<file path="src/rtl/pkt_switch_pkg.sv">
// Shared defaults, destination-field width helper and arbiter state encoding
// for the parametrised packet switch.
package pkt_switch_pkg;

    localparam int unsigned N_DEFAULT     = 4;
    localparam int unsigned W_DEFAULT     = 10;
    localparam int unsigned DEPTH_DEFAULT = 8;
    localparam int unsigned CW_DEFAULT    = 5;

    // Width of the destination field carried in the top bits of each word.
    function automatic int unsigned dest_width(input int unsigned n);
        return (n <= 1) ? 1 : $clog2(n);
    endfunction

    typedef enum logic {
        ARB_IDLE  = 1'b0,
        ARB_GRANT = 1'b1
    } arb_state_e;

endpackage

</file>
<file path="src/rtl/pkt_fifo.sv">
// Show-ahead FIFO with occupancy counter; push on full is accepted only when
// a pop is accepted in the same cycle, pop on empty is ignored.
module pkt_fifo #(
    parameter int unsigned W     = 10,
    parameter int unsigned DEPTH = 8
) (
    input  logic                     clk,
    input  logic                     reset,
    input  logic                     push,
    input  logic                     pop,
    input  logic [W-1:0]             din,
    output logic [W-1:0]             dout,
    output logic                     empty,
    output logic                     full,
    output logic [$clog2(DEPTH):0]   count
);

    localparam int unsigned AW = $clog2(DEPTH);

    logic [W-1:0]  mem_q [DEPTH];
    logic [W-1:0]  mem_d [DEPTH];
    logic [AW-1:0] wr_ptr_q, wr_ptr_d;
    logic [AW-1:0] rd_ptr_q, rd_ptr_d;
    logic [AW:0]   count_q, count_d;
    logic          wr_en, rd_en;

    always_comb begin
        empty    = (count_q == '0);
        full     = (count_q == (AW + 1)'(DEPTH));
        rd_en    = pop && !empty;
        wr_en    = push && (!full || rd_en);
        mem_d    = mem_q;
        wr_ptr_d = wr_ptr_q;
        rd_ptr_d = rd_ptr_q;
        count_d  = count_q;
        if (wr_en) begin
            mem_d[wr_ptr_q] = din;
            wr_ptr_d        = wr_ptr_q + AW'(1);
        end
        if (rd_en) begin
            rd_ptr_d = rd_ptr_q + AW'(1);
        end
        case ({wr_en, rd_en})
            2'b10:   count_d = count_q + (AW + 1)'(1);
            2'b01:   count_d = count_q - (AW + 1)'(1);
            default: count_d = count_q;
        endcase
    end

    always_ff @(posedge clk or negedge reset) begin
        if (!reset) begin
            for (int unsigned i = 0; i < DEPTH; i++) begin
                mem_q[i] <= '0;
            end
            wr_ptr_q <= '0;
            rd_ptr_q <= '0;
            count_q  <= '0;
        end else begin
            mem_q    <= mem_d;
            wr_ptr_q <= wr_ptr_d;
            rd_ptr_q <= rd_ptr_d;
            count_q  <= count_d;
        end
    end

    assign dout  = mem_q[rd_ptr_q];
    assign count = count_q;

endmodule

</file>
<file path="src/rtl/pkt_switch_n.sv">
// N x N packet switch: input FIFOs, registered round-robin grant, transfer
// stage, output FIFOs. Define PKT_SWITCH_COUNTERS_EN to build per-output pop counters.
module pkt_switch_n
    import pkt_switch_pkg::*;
#(
    parameter int unsigned N     = N_DEFAULT,
    parameter int unsigned W     = W_DEFAULT,
    parameter int unsigned DEPTH = DEPTH_DEFAULT,
    parameter int unsigned CW    = CW_DEFAULT
) (
    input  logic                       clk,
    input  logic                       reset,
    input  logic [$clog2(DEPTH):0]     alto,
    input  logic [$clog2(DEPTH):0]     bajo,
    input  logic [N-1:0]               push,
    input  logic [N*W-1:0]             data_in,
    input  logic [N-1:0]               pop,
    output logic [N*W-1:0]             data_out,
    output logic [2*N-1:0]             empty_fifos,
    output logic [N-1:0]               almost_empty,
    output logic [N-1:0]               overflow,
    input  logic                       idle,
    input  logic                       req,
    input  logic [dest_width(N)-1:0]   idx,
    output logic                       valid_contador,
    output logic [CW-1:0]              contador_out
);

    localparam int unsigned DW   = dest_width(N);
    localparam int unsigned CNTW = $clog2(DEPTH) + 1;

    logic [W-1:0]    in_head   [N];
    logic [CNTW-1:0] in_count  [N];
    logic [W-1:0]    out_head  [N];
    logic [CNTW-1:0] out_count [N];
    logic [N-1:0]    in_empty, in_full, in_pop;
    logic [N-1:0]    out_empty, out_full, out_push;
    logic [N-1:0]    unused_bits;

    arb_state_e      state_q, state_d;
    logic [DW-1:0]   grant_idx_q, grant_idx_d;
    logic [DW-1:0]   rr_ptr_q, rr_ptr_d;
    logic            xfer_valid_q, xfer_valid_d;
    logic [W-1:0]    xfer_word_q, xfer_word_d;
    logic [N-1:0]    ovf_q, ovf_d;

    logic [DW-1:0]   grant_dest, xfer_dest;
    logic [CNTW:0]   occ_proj;
    logic [N-1:0]    almost_full, eligible;
    logic            found;
    logic [DW-1:0]   pick, cand;

    for (genvar g = 0; g < N; g++) begin : g_ch
        pkt_fifo #(.W(W), .DEPTH(DEPTH)) u_in (
            .clk   (clk),
            .reset (reset),
            .push  (push[g]),
            .pop   (in_pop[g]),
            .din   (data_in[g*W +: W]),
            .dout  (in_head[g]),
            .empty (in_empty[g]),
            .full  (in_full[g]),
            .count (in_count[g])
        );

        pkt_fifo #(.W(W), .DEPTH(DEPTH)) u_out (
            .clk   (clk),
            .reset (reset),
            .push  (out_push[g]),
            .pop   (pop[g]),
            .din   (xfer_word_q),
            .dout  (out_head[g]),
            .empty (out_empty[g]),
            .full  (out_full[g]),
            .count (out_count[g])
        );

        assign data_out[g*W +: W] = out_head[g];
        assign almost_empty[g]    = (out_count[g] <= bajo);
        assign unused_bits[g]     = ^{in_count[g], out_full[g]};
    end

    assign empty_fifos = {out_empty, in_empty};
    assign overflow    = ovf_q;

    // Projected occupancy counts both pipeline stages so a stream stops exactly at alto.
    always_comb begin
        grant_dest = in_head[grant_idx_q][W-1 -: DW];
        xfer_dest  = xfer_word_q[W-1 -: DW];
        occ_proj   = '0;
        for (int unsigned j = 0; j < N; j++) begin
            occ_proj = {1'b0, out_count[j]}
                     + (CNTW + 1)'(xfer_valid_q && (xfer_dest == DW'(j)))
                     + (CNTW + 1)'((state_q == ARB_GRANT) && (grant_dest == DW'(j)));
            almost_full[j] = (occ_proj >= {1'b0, alto});
            out_push[j]    = xfer_valid_q && (xfer_dest == DW'(j));
        end
    end

    // The input being popped this cycle is excluded: its next head is not yet visible.
    always_comb begin
        for (int unsigned i = 0; i < N; i++) begin
            eligible[i] = !in_empty[i]
                       && !almost_full[in_head[i][W-1 -: DW]]
                       && !((state_q == ARB_GRANT) && (grant_idx_q == DW'(i)));
        end
        found = 1'b0;
        pick  = rr_ptr_q;
        cand  = rr_ptr_q;
        for (int unsigned k = 0; k < N; k++) begin
            cand = rr_ptr_q + DW'(k);
            if (!found && eligible[cand]) begin
                found = 1'b1;
                pick  = cand;
            end
        end

        state_d     = ARB_IDLE;
        grant_idx_d = grant_idx_q;
        rr_ptr_d    = rr_ptr_q;
        if (found) begin
            state_d     = ARB_GRANT;
            grant_idx_d = pick;
            rr_ptr_d    = pick + DW'(1);
        end

        in_pop       = '0;
        xfer_valid_d = 1'b0;
        xfer_word_d  = xfer_word_q;
        if (state_q == ARB_GRANT) begin
            in_pop[grant_idx_q] = 1'b1;
            xfer_valid_d        = 1'b1;
            xfer_word_d         = in_head[grant_idx_q];
        end

        ovf_d = ovf_q | (push & in_full & ~in_pop);
    end

    always_ff @(posedge clk or negedge reset) begin
        if (!reset) begin
            state_q      <= ARB_IDLE;
            grant_idx_q  <= '0;
            rr_ptr_q     <= '0;
            xfer_valid_q <= 1'b0;
            xfer_word_q  <= '0;
            ovf_q        <= '0;
        end else begin
            state_q      <= state_d;
            grant_idx_q  <= grant_idx_d;
            rr_ptr_q     <= rr_ptr_d;
            xfer_valid_q <= xfer_valid_d;
            xfer_word_q  <= xfer_word_d;
            ovf_q        <= ovf_d;
        end
    end

`ifdef PKT_SWITCH_COUNTERS_EN
    logic [CW-1:0] cnt_q [N];
    logic [CW-1:0] cnt_d [N];
    logic          valid_q, valid_d;
    logic [CW-1:0] cont_q, cont_d;

    always_comb begin
        for (int unsigned j = 0; j < N; j++) begin
            cnt_d[j] = cnt_q[j];
            if (pop[j] && !out_empty[j] && (cnt_q[j] != '1)) begin
                cnt_d[j] = cnt_q[j] + CW'(1);
            end
        end
        valid_d = req && idle;
        cont_d  = cont_q;
        if (valid_d) begin
            cont_d = cnt_q[idx];
        end
    end

    always_ff @(posedge clk or negedge reset) begin
        if (!reset) begin
            for (int unsigned j = 0; j < N; j++) begin
                cnt_q[j] <= '0;
            end
            valid_q <= 1'b0;
            cont_q  <= '0;
        end else begin
            cnt_q   <= cnt_d;
            valid_q <= valid_d;
            cont_q  <= cont_d;
        end
    end

    assign valid_contador = valid_q;
    assign contador_out   = cont_q;
`else
    logic unused_cnt_inputs;
    assign unused_cnt_inputs = ^{idle, req, idx};
    assign valid_contador    = 1'b0;
    assign contador_out      = '0;
`endif

endmodule

</file>
<file path="config.mk">
export PLATFORM = sky130hd
export DESIGN_NAME = pkt_switch_n
export DESIGN_NICKNAME = d
export VERILOG_FILES = /design/src/rtl/pkt_switch_pkg.sv /design/src/rtl/pkt_fifo.sv /design/src/rtl/pkt_switch_n.sv
export SDC_FILE = /design/constraint.sdc
export NUM_CORES = 1
export LEC_CHECK = 0
export BUFFER_PORTS_ARGS = -buffer_cell sky130_fd_sc_hd__buf_2
export CORE_UTILIZATION = 32
export CTS_BUF_LIST = sky130_fd_sc_hd__clkbuf_8 sky130_fd_sc_hd__clkbuf_16
export DETAILED_ROUTE_END_ITERATION = 8
export HOLD_SLACK_MARGIN = 0.15
export PLACE_DENSITY = 0.44
export SETUP_SLACK_MARGIN = 0.3
export SLEW_MARGIN = 20
export SYNTH_ARGS = -nofsm -noshare
export SYNTH_HDL_FRONTEND = slang
export SYNTH_HIERARCHICAL = 1
export SYNTH_SLANG_ARGS = --single-unit
</file>
<file path="constraint.sdc">
create_clock -name clk -period 6.1 [get_ports clk]
set_input_delay 0.61 -clock clk [delete_from_list [all_inputs] [get_ports clk]]
set_output_delay 0.61 -clock clk [all_outputs]
set_load 0.05 [all_outputs]
</file>
; ---- Word-level counts from Yosys, hierarchy flattened
; Cells that the tools add are included.
; W data, S select, Z words.
[word_totals]
register_bits = 740
out_inout_bits = 62
word_cells = 424
[classes]
n_addsub = 44
order_cmp = 43
eq_ne = 33
mux = 87
bitwise = 21
reduce_logical = 102
[op_table]
columns = op, n
row1 = $bwmux W80, 8
row2 = $mux W10, 26
row3 = $bmux W10 S3, 8
row4 = $demux W10 S3, 8
row5 = $ge A4 B4 Y1 const B, 16
row6 = $not A3 Y4, 16
row7 = $pmux W4 S2, 8
row8 = $add A3 B1 Y3 const B, 16
row9 = $logic_and A1 B1 Y1, 48
row10 = $add A4 B1 Y4 const B, 8
row11 = $eq A4 B4 Y1 const B, 8
row12 = $logic_not A4 Y1, 8
row13 = $lt A4 B1 Y1 const B, 8
row14 = $sub A4 B1 Y4 const B, 8
row15 = $eq A2 B2 Y1 const B, 14
row16 = $logic_not A1 Y1, 27
row17 = $lt A2 B3 Y1 const B, 9
row18 = $eq A2 B1 Y1 const B, 11
row19 = $add A4 B1 Y5, 4
row20 = $add A5 B1 Y5, 4
row21 = $bmux W10 S2, 1
row22 = $ge A5 B4 Y1, 4
row23 = $bmux W1 S2, 8
row24 = $le A4 B4 Y1, 4
row25 = 15 further kinds, 50

; ---- Logic depth before layout (Yosys ltp)
; Gate-level depths: netlist of the first run.
[logic_depth]
depth_word = 29
depth_mapped = 17

; ---- Cells and area by module
; Netlist of the first run, hierarchy kept.
[by_module_without_submodules]
columns = mod, instances, cells_each, area_per_inst_um2
row1 = pkt_fifo, 8, 267, 4321.6
row2 = pkt_switch_n, 1, 237, 2372.3

; ---- Worst setup path before layout of the first run
; OpenSTA, ideal clock, no wires.
[synth_timing]
path_kind = flip-flop to flip-flop
startpoint = register g_ch[3].u_in.rd_ptr_q[0]
endpoint = register grant_idx_q[1]
arrival_time_ns = 4.822
slack_ns = 1.152
stages_incl_launch_ff = 18
path_buffers = 1
cell_sequence = dfrtp_1 -> buf_2 -> mux4_2 -> mux2_2 -> mux4_2 -> nand2b_1 -> nand2b_1 -> fa_1 -> inv_1 -> ha_1 -> xor2_1 -> ha_1 -> o21ai_0 -> o21a_1 -> mux4_2 -> a2bb2o_2 -> or3_4 -> o32a_1
[synth_rtl]
columns = element, line_no
row1 = from (decl), pkt_fifo.sv:23  ; logic [AW-1:0] rd_ptr_q, rd_ptr_d;
row2 = from (signal assigned), pkt_fifo.sv:61  ; rd_ptr_q <= rd_ptr_d;
row3 = to (signal assigned), pkt_switch_n.sv:149  ; grant_idx_q <= grant_idx_d;
row4 = to (decl), pkt_switch_n.sv:41  ; logic [DW-1:0] grant_idx_q, grant_idx_d;

==> results.toml, run 1 <==
[final_layout]
area_growth_pct = 14.7
nets = 2670
final.fill_count = 10700
layout-drive-gt1-share_pct = 50.8
final_cell_mix = "737 x mux2_2, 737 x dfrtp_1, 172 x mux4_2"
post-route-cell-area_sq_um = 42300

[clock_network]
clk_latency_ns = 0.66
postCtsSetupRepairBufs = 0
cts.reportedPaths.clkPinSlew_ns = 0.06
root_buffer = "clkbuf_16"
htree_levels = 3
clockBufferDepth = 3
cts_hold_buffers = 1
cts_sinks = 740
post_cts_resized = 0
cts_buffers = 89
cts_tree = "built"

[critical_path]
cp-start-kind = "register"
slowest_delay_ns = 0.76
cp.required_ns = 6.61
crit_type = "register to register"
cp_max_fo = 10
crit_arrival_ns = 5.97
path_cells = "mux4_2 > mux2_2 > mux4_2 > inv_1 > nand3_1 > fa_1 > inv_1 > ha_1 > xor2_1 > ha_1 > o21ai_0 > o21ai_1 > mux4_2 > nor2_1 > a211oi_1 > or4_1"
crit_path_frequent_cell = "mux4_2"
cp-end-kind = "register"
worst-r2r-cell-count = 16
slowest_stage = "dfrtp_1"

[timing]
setup_tns_ns = 0
max_freq_mhz = 183
min_period_ns = 5.45
maxSlewHeadroom_pct = 30.0
setup_viol = 0
rsz0062_at_grt = "no"
finalHoldViolCount = 0
fin_skew_ns = 0.0221
timing.final.crit_share_pct = 89.4
drv_slew = 0
worst_pin_slew_ns = 1.04
hold_ws_ns = 0.290

[drt]
ant_nets = 0
first_iter_violations = 802
routedWlPerCell_um = 22.7
drc = 0
wl_um = 93300
vias_per_cell = 5.12
drtPass1Iterations = 4
num_vias = 21000

[job]
cap_violations = 0

[logic_synthesis]
avgSynthCellArea_sq_um = 15.6
netlist_instances = 2369
synth_area_sq_um = 36900
yosysWarnings = 6

[global_route]
antenna_found_initial = 24
grt_max_degree = 124
grt_pass1_wl_um = 146000
grt_usage_pct = 16.4
gr-total-overflow = 0
grt_pass1_vias = 23100

[place]
post_dp_cell_area_sq_um = 39200
gp_congestion = 0.740
dp_hpwl_um = 60500
numPortBuffers = 113

[power_and_ir_drop]
p_leak_nw = 18.2
power.density_nw_per_um2 = 629
ir_drop_v = 0.000355

[die]
row_count = 124
die_h_um = 342
initial_core_util_pct = 32.3
coreArea_sq_um = 114000
io_pins = 124
dieWidth_um = 342
die-area_sq_um = 117000

[min_path]
hold_depth = 2
hp-class = "input pin to register"

[outcome]
status = "complete, no violations"
[critical path, delay by kind of cell (launching register included)]
family          cells  cell delay (ns)
fa+ha+maj           3             0.84
xor+xnor            1             0.16
flops               1             0.76
compound gates      3             0.54
mux                 4             1.96
buf+inv             2             0.21
simple gates        3             0.82
[cell type report]
cell class | instances | area, sq um | share of cell area (%)
sequential | 740 | 18500 | 43.7
multi-input combinational | 1472 | 17700 | 41.7
clock buffer | 116 | 2600 | 6.14
tap | 1512 | 1890 | 4.47
timing repair buffer | 153 | 948 | 2.24
clock inverter | 48 | 484 | 1.14
inverter | 64 | 240 | 0.567
antenna | 3 | 7.51 | 0.0177
[path summary, 6_finish.rpt]
| kind | startpoint | to | slack [ns] |
|---|---|---|---|
| min in group asynchronous | reset | g_ch[1].u_out/mem_q[30] | 0.52 |
| max reg2reg | g_ch[0].u_in/rd_ptr_q[0] | rr_ptr_q[0] | 0.65 |
| min reg2reg | overflow[2] | overflow[2] | 0.46 |
| max in group asynchronous | reset | g_ch[1].u_in/mem_q[4] | 3.87 |
| max | g_ch[0].u_in/rd_ptr_q[0] | rr_ptr_q[0] | 0.65 |
| min | data_in[5] | g_ch[0].u_in/mem_q[15] | 0.29 |
[layer usage]
metal,vias up,global-route usage (%),routed length [um]
li1,9357,-,-
met1,11200,20.9,40300
met2,284,28.4,47400
met3,148,2.78,3640
met4,24,4.50,1870
met5,-,0,149
[state kept, by name, indices dropped and copies added, names as in the netlist, 10 cells and up]
register,cells
g_ch.u_out/rd_ptr_q,12
g_ch.u_out/count,16
g_ch.u_in/rd_ptr_q,12
xfer_word_q,10
g_ch.u_out/wr_ptr_q,12
g_ch.u_in/count,16
g_ch.u_out/mem_q,320
g_ch.u_in/mem_q,320
g_ch.u_in/wr_ptr_q,12
[power breakdown]
| group | switching [mW] | leakage (nW) | total [mW] | internal (mW) |
|---|---|---|---|---|
| sequential | 1.80 | 9.19 | 9.07 | 7.28 |
| clock | 2.15 | 1.59 | 5.48 | 3.33 |
| combinational | 6.14 | 7.44 | 12.1 | 5.93 |
[per-stage QoR]
stage                     cells  utilization (%)  setup slack, ns  total power [mW]
after detailed placement   3939             34.3            0.671              21.5
after global placement     3939             34.3            0.700              20.9
after global routing       4107             37.0            0.311              28.5
final                      4108             37.0            0.648              26.6
after CTS                  4104             37.0            0.628              27.1
after floorplan            2374                -             1.15              18.0
Note: power is estimated with default switching activity, not from simulation.
==> run 2, diff against run 1 <==
--- a/config.mk
+++ b/config.mk
@@ -8,9 +8,11 @@
 export BUFFER_PORTS_ARGS = -buffer_cell sky130_fd_sc_hd__buf_2
 export CORE_UTILIZATION = 32
 export CTS_BUF_LIST = sky130_fd_sc_hd__clkbuf_8 sky130_fd_sc_hd__clkbuf_16
+export CTS_CLUSTER_SIZE = 12
 export DETAILED_ROUTE_END_ITERATION = 8
 export HOLD_SLACK_MARGIN = 0.15
 export PLACE_DENSITY = 0.44
+export RECOVER_POWER = 50
 export SETUP_SLACK_MARGIN = 0.3
 export SLEW_MARGIN = 20
 export SYNTH_ARGS = -nofsm -noshare
==> results.toml, run 2 (same netlist as run 1, synthesis figures left out) <==
[outcome]
status = "complete, but fails checks"
violations = "max-capacitance violations, max-slew violations"

[final_layout]
layout-drive-gt1-share_pct = 49.4
final_cell_mix = "737 x dfrtp_1, 736 x mux2_2, 172 x mux4_2"
area_growth_pct = 13.9
final_common_cell = "dfrtp_1"
nets = 2670
largestRegisters = "g_ch.u_in/mem_q x320, g_ch.u_out/mem_q x320"
post-route-cell-area_sq_um = 42100
final.fill_count = 10700

[global_route]
grt_max_degree = 124
grt_pass1_wl_um = 146000
gr-total-overflow = 0
grt_usage_pct = 16.4
grt_pass1_vias = 23100
antenna_found_initial = 24

[timing]
setup_viol = 0
finalHoldViolCount = 0
fin_skew_ns = 0.0226
maxSlewHeadroom_pct = -158
min_period_ns = 5.46
worst_pin_slew_ns = 3.87
drv_slew = 210
hold_ws_ns = 0.289
max_freq_mhz = 183
rsz0062_at_grt = "no"
setup_tns_ns = 0
timing.final.crit_share_pct = 89.5

[die]
coreArea_sq_um = 114000
io_pins = 124
die_h_um = 342
initial_core_util_pct = 32.3
dieWidth_um = 342
row_count = 124
die-area_sq_um = 117000

[min_path]
hp-class = "input pin to register"
worstHoldStart = "data_in[34]"
hold_depth = 2

[power_and_ir_drop]
power.density_nw_per_um2 = 630
p_leak_nw = 18.1
ir_drop_v = 0.000355

[clock_network]
htree_levels = 3
clk_latency_ns = 0.66
cts.reportedPaths.clkPinSlew_ns = 0.06
cts_buffers = 89
cts_sinks = 740
postCtsSetupRepairBufs = 0
clockBufferDepth = 3
cts_tree = "built"
root_buffer = "clkbuf_16"

[critical_path]
cp-end-kind = "register"
slowest_stage = "dfrtp_1"
worst-r2r-cell-count = 16
path_depth = 16
crit_type = "register to register"
path_cells = "mux4_2 > mux2_2 > mux4_2 > inv_1 > nand3_1 > fa_1 > inv_1 > ha_1 > xor2_1 > ha_1 > o21ai_0 > o21ai_1 > mux4_2 > nor2_1 > a211oi_1 > or4_1"
crit_path_frequent_cell = "mux4_2"
crit_arrival_ns = 5.97
cp_max_fo = 10
cp-start-kind = "register"
path_delay_family = "multiplexers"
rr_startpoint = "g_ch[0].u_in/rd_ptr_q[0]"
critPathBufInv = 2
cp.required_ns = 6.62
crit_start = "g_ch[0].u_in/rd_ptr_q[0]"
slowest_delay_ns = 0.77

[place]
numPortBuffers = 113
post_dp_cell_area_sq_um = 39200
dp_hpwl_um = 60500
gp_congestion = 0.740

[drt]
drc = 0
num_vias = 21000
vias_per_cell = 5.12
drtPass1Iterations = 4
ant_nets = 0
routedWlPerCell_um = 22.7
wl_um = 93400
first_iter_violations = 802

[job]
cap_violations = 14
## run 2: repair_timing
action | in CTS | in global routing
hold endpoints to repair | 116 | 0
hold buffers | 1 | 0
resized for setup | 0 | 0
## run 2: where the power goes
group	switching, mW	total (mW)	internal, mW
combinational	6.07	12.0	5.89
clock	2.15	5.48	3.33
sequential	1.79	9.07	7.28
total	10.0	26.5	16.5
## run 2: metrics by stage
step / util, % / worst slack [ns] / power (mW) / std cells
6_report: 36.8 / 0.642 / 26.5 / 4107
5_1_grt: 36.8 / 0.312 / 28.3 / 4107
4_1_cts: 37.0 / 0.628 / 27.1 / 4104
3_5_place_dp: 34.3 / 0.671 / 21.5 / 3939
3_3_place_gp: 34.3 / 0.700 / 20.9 / 3939
2_1_floorplan: - / 1.15 / 18.0 / 2374
## run 2: metal layers
metal	GRT usage, %	vias up	part of all wire, %
met5	0	-	0.16
met4	4.50	24	2.0
met3	2.78	146	3.8
met2	28.4	280	51
met1	20.9	11200	43
li1	-	9352	-
## run 2: final cells by class
cell class / instances / area, sq um / area share [%]
diodes: 2 / 5.00 / 0.0119
clock inverters: 48 / 484 / 1.15
multi-input cells: 1472 / 17400 / 41.4
repair buffers: 153 / 895 / 2.13
flip-flops and latches: 740 / 18500 / 44.0
well taps: 1512 / 1890 / 4.50
inverters: 64 / 240 / 0.571
clock buffers: 116 / 2600 / 6.18
## run 2: final timing paths
kind                                                 to  slack [ns]
worst max register to register              rr_ptr_q[0]        0.64
worst max-delay path                        rr_ptr_q[0]        0.64
worst min-delay path             g_ch[3].u_in/mem_q[14]        0.29
worst min register to register              overflow[2]        0.47
min in group asynchronous       g_ch[1].u_out/mem_q[70]        1.87
max in group asynchronous        g_ch[3].u_in/mem_q[36]        1.35
==> run 3, diff against run 2 <==
--- a/config.mk
+++ b/config.mk
@@ -7,7 +7,7 @@
 export LEC_CHECK = 0
 export BUFFER_PORTS_ARGS = -buffer_cell sky130_fd_sc_hd__buf_2
 export CORE_UTILIZATION = 32
-export CTS_BUF_LIST = sky130_fd_sc_hd__clkbuf_8 sky130_fd_sc_hd__clkbuf_16
+export CTS_BUF_LIST = sky130_fd_sc_hd__clkbuf_8
 export CTS_CLUSTER_SIZE = 12
 export DETAILED_ROUTE_END_ITERATION = 8
 export HOLD_SLACK_MARGIN = 0.15
==> results.toml, run 3 (same netlist as run 1, synthesis figures left out) <==
[critical_path]
crit_path_frequent_cell = "mux4_2"
worst-r2r-cell-count = 16
slowest_stage = "dfrtp_1"
crit_arrival_ns = 6.10
r2r_setup_slack_ns = 0.68
cp-start-kind = "register"
r2r-end = "rr_ptr_q[0]"
rr_startpoint = "g_ch[0].u_in/rd_ptr_q[0]"
crit_type = "register to register"
cp-end-kind = "register"
path_cells = "mux4_2 > mux2_2 > mux4_2 > inv_1 > nand3_1 > fa_1 > inv_1 > ha_1 > xor2_1 > ha_1 > o21ai_0 > o21ai_1 > mux4_2 > nor2_1 > a211oi_1 > or4_1"
cp.required_ns = 6.78
cp_max_fo = 10
crit_start = "g_ch[0].u_in/rd_ptr_q[0]"
slowest_delay_ns = 0.76

[power_and_ir_drop]
pwr-share-seq_pct = 35.1
swShare_pct = 39.0
power.density_nw_per_um2 = 612
clock_power_share_pct = 18.4
ir_drop_v = 0.000308
comb_power_share_pct = 46.5
p_leak_nw = 18.3
internal_power_mw = 15.8
power_mw = 25.9
p_sw_mw = 10.1

[min_path]
min_to = "g_ch[0].u_out/rd_ptr_q[0]"
hp-class = "input pin to register"
worstHoldStart = "pop[0]"
hold_depth = 3

[die]
dieWidth_um = 342
row_count = 124
initial_core_util_pct = 32.3
die-area_sq_um = 117000
die_h_um = 342
coreArea_sq_um = 114000
io_pins = 124

[timing]
max_freq_mhz = 185
worst_pin_slew_ns = 3.34
fin_skew_ns = 0.0296
setup_tns_ns = 0
drv_slew = 712
setup_viol = 0
rsz0062_at_grt = "no"
finalHoldViolCount = 0
timing.final.crit_share_pct = 88.8
min_period_ns = 5.42
maxSlewHeadroom_pct = -122

[clock_network]
clk_latency_ns = 0.81
postCtsSetupRepairBufs = 0
post_cts_resized = 0
root_buffer = "clkbuf_8"
cts_buffers = 143
clockBufferDepth = 3
cts_tree = "built"
cts.reportedPaths.clkPinSlew_ns = 0.06
htree_levels = 4
cts_sinks = 740

[final_layout]
multiInputGateArea_sq_um = 17600
stdcell_count = 4242
nets = 2768
largestRegisters = "g_ch.u_in/mem_q x320, g_ch.u_out/mem_q x320"
area_growth_pct = 14.5
seqCellArea_sq_um = 18500
layout-drive-gt1-share_pct = 49.2
post-route-cell-area_sq_um = 42300
final_cell_mix = "737 x mux2_2, 737 x dfrtp_1, 175 x clkbuf_8"
final.fill_count = 10800

[drt]
ant_nets = 0
drtPass1Iterations = 5
drc = 0
wl_um = 94000
num_vias = 21500
routedWlPerCell_um = 22.2
first_iter_violations = 819
vias_per_cell = 5.06

[outcome]
violations = "max-capacitance violations, max-slew violations"
status = "complete, but fails checks"

[global_route]
grt_pass1_wl_um = 147000
gr-total-overflow = 0
grt_usage_pct = 16.6
grt_pass1_vias = 23700
grt_max_degree = 124
antenna_found_initial = 19

[place]
gp_congestion = 0.740
dp_hpwl_um = 60500
dpl.cell_count = 3939
post_dp_cell_area_sq_um = 39200
numPortBuffers = 113

[job]
cap_violations = 11
## run 3: cell types whose count changed in the layout (fill, tap and decap cells not counted), sizes merged
| cell | change |
|---|---|
| buf | -4 |
| clkbuf | +63 |
| clkinvlp | +3 |
| bufinv | -8 |
| clkinv | -14 |
| dlygate4sd3 | +44 |
| diode | +8 |
| inv | +43 |
## run 3: metal layers
metal	vias up	share of wire [%]	GRT usage, %
li1	9567	-	-
met1	11400	43	21.0
met2	328	50	28.3
met3	174	3.8	3.26
met4	12	2.3	5.48
met5	-	0.084	0
## run 3: final cells by class
class	count	area share [%]
Clock buffer	175	5.69
Sequential cell	740	43.8
Inverter	64	0.568
Timing Repair Buffer	197	3.05
Tap cell	1512	4.47
Clock inverter	72	0.805
Multi-Input combinational cell	1472	41.6
Antenna cell	10	0.0592
## run 3: worst max-delay path: cells and delay by family (launching register included)
family	cells	cell delay, ns
compound gates	3	0.52
xor+xnor	1	0.16
fa+ha+maj	3	0.84
buf+inv	2	0.21
flops	1	0.76
mux	4	1.99
simple gates	3	0.82
## run 3: timing repair
action                                 4_1_cts  5_1_grt
endpoints found under the hold margin      446        0
hold buffers                                45        0
setup endpoints to repair                    0        0
## run 3: worst max-delay path by stage
stage                             endpoint  slack [ns]  depth (start not counted)
finish                         rr_ptr_q[0]        0.68                         16
detailed placement          grant_idx_q[1]        0.67                         16
global route        g_ch[3].u_in/mem_q[31]        0.33                          4
global placement               rr_ptr_q[0]        0.70                         16
CTS                            rr_ptr_q[0]        0.64                         16
floorplan                   grant_idx_q[1]        1.15                         17
## run 3: power groups by stage
stage,clock network (mW),registers [mW],logic (mW)
floorplan,0,8.50,9.46
global placement,0,8.99,12.0
detailed placement,0,9.17,12.3
CTS,4.98,9.09,12.4
global route,5.22,9.45,13.1
finish,4.75,9.08,12.0
## run 3: per-stage QoR
stage / setup WS [ns] / utilization, % / hold slack [ns]
after global routing: 0.328 / 37.0 / 0.324
after global placement: 0.700 / 34.3 / 0.452
after floorplan: 1.15 / - / 0.314
after detailed placement: 0.671 / 34.3 / 0.457
after CTS: 0.638 / 37.1 / 0.295
final: 0.681 / 37.0 / 0.363
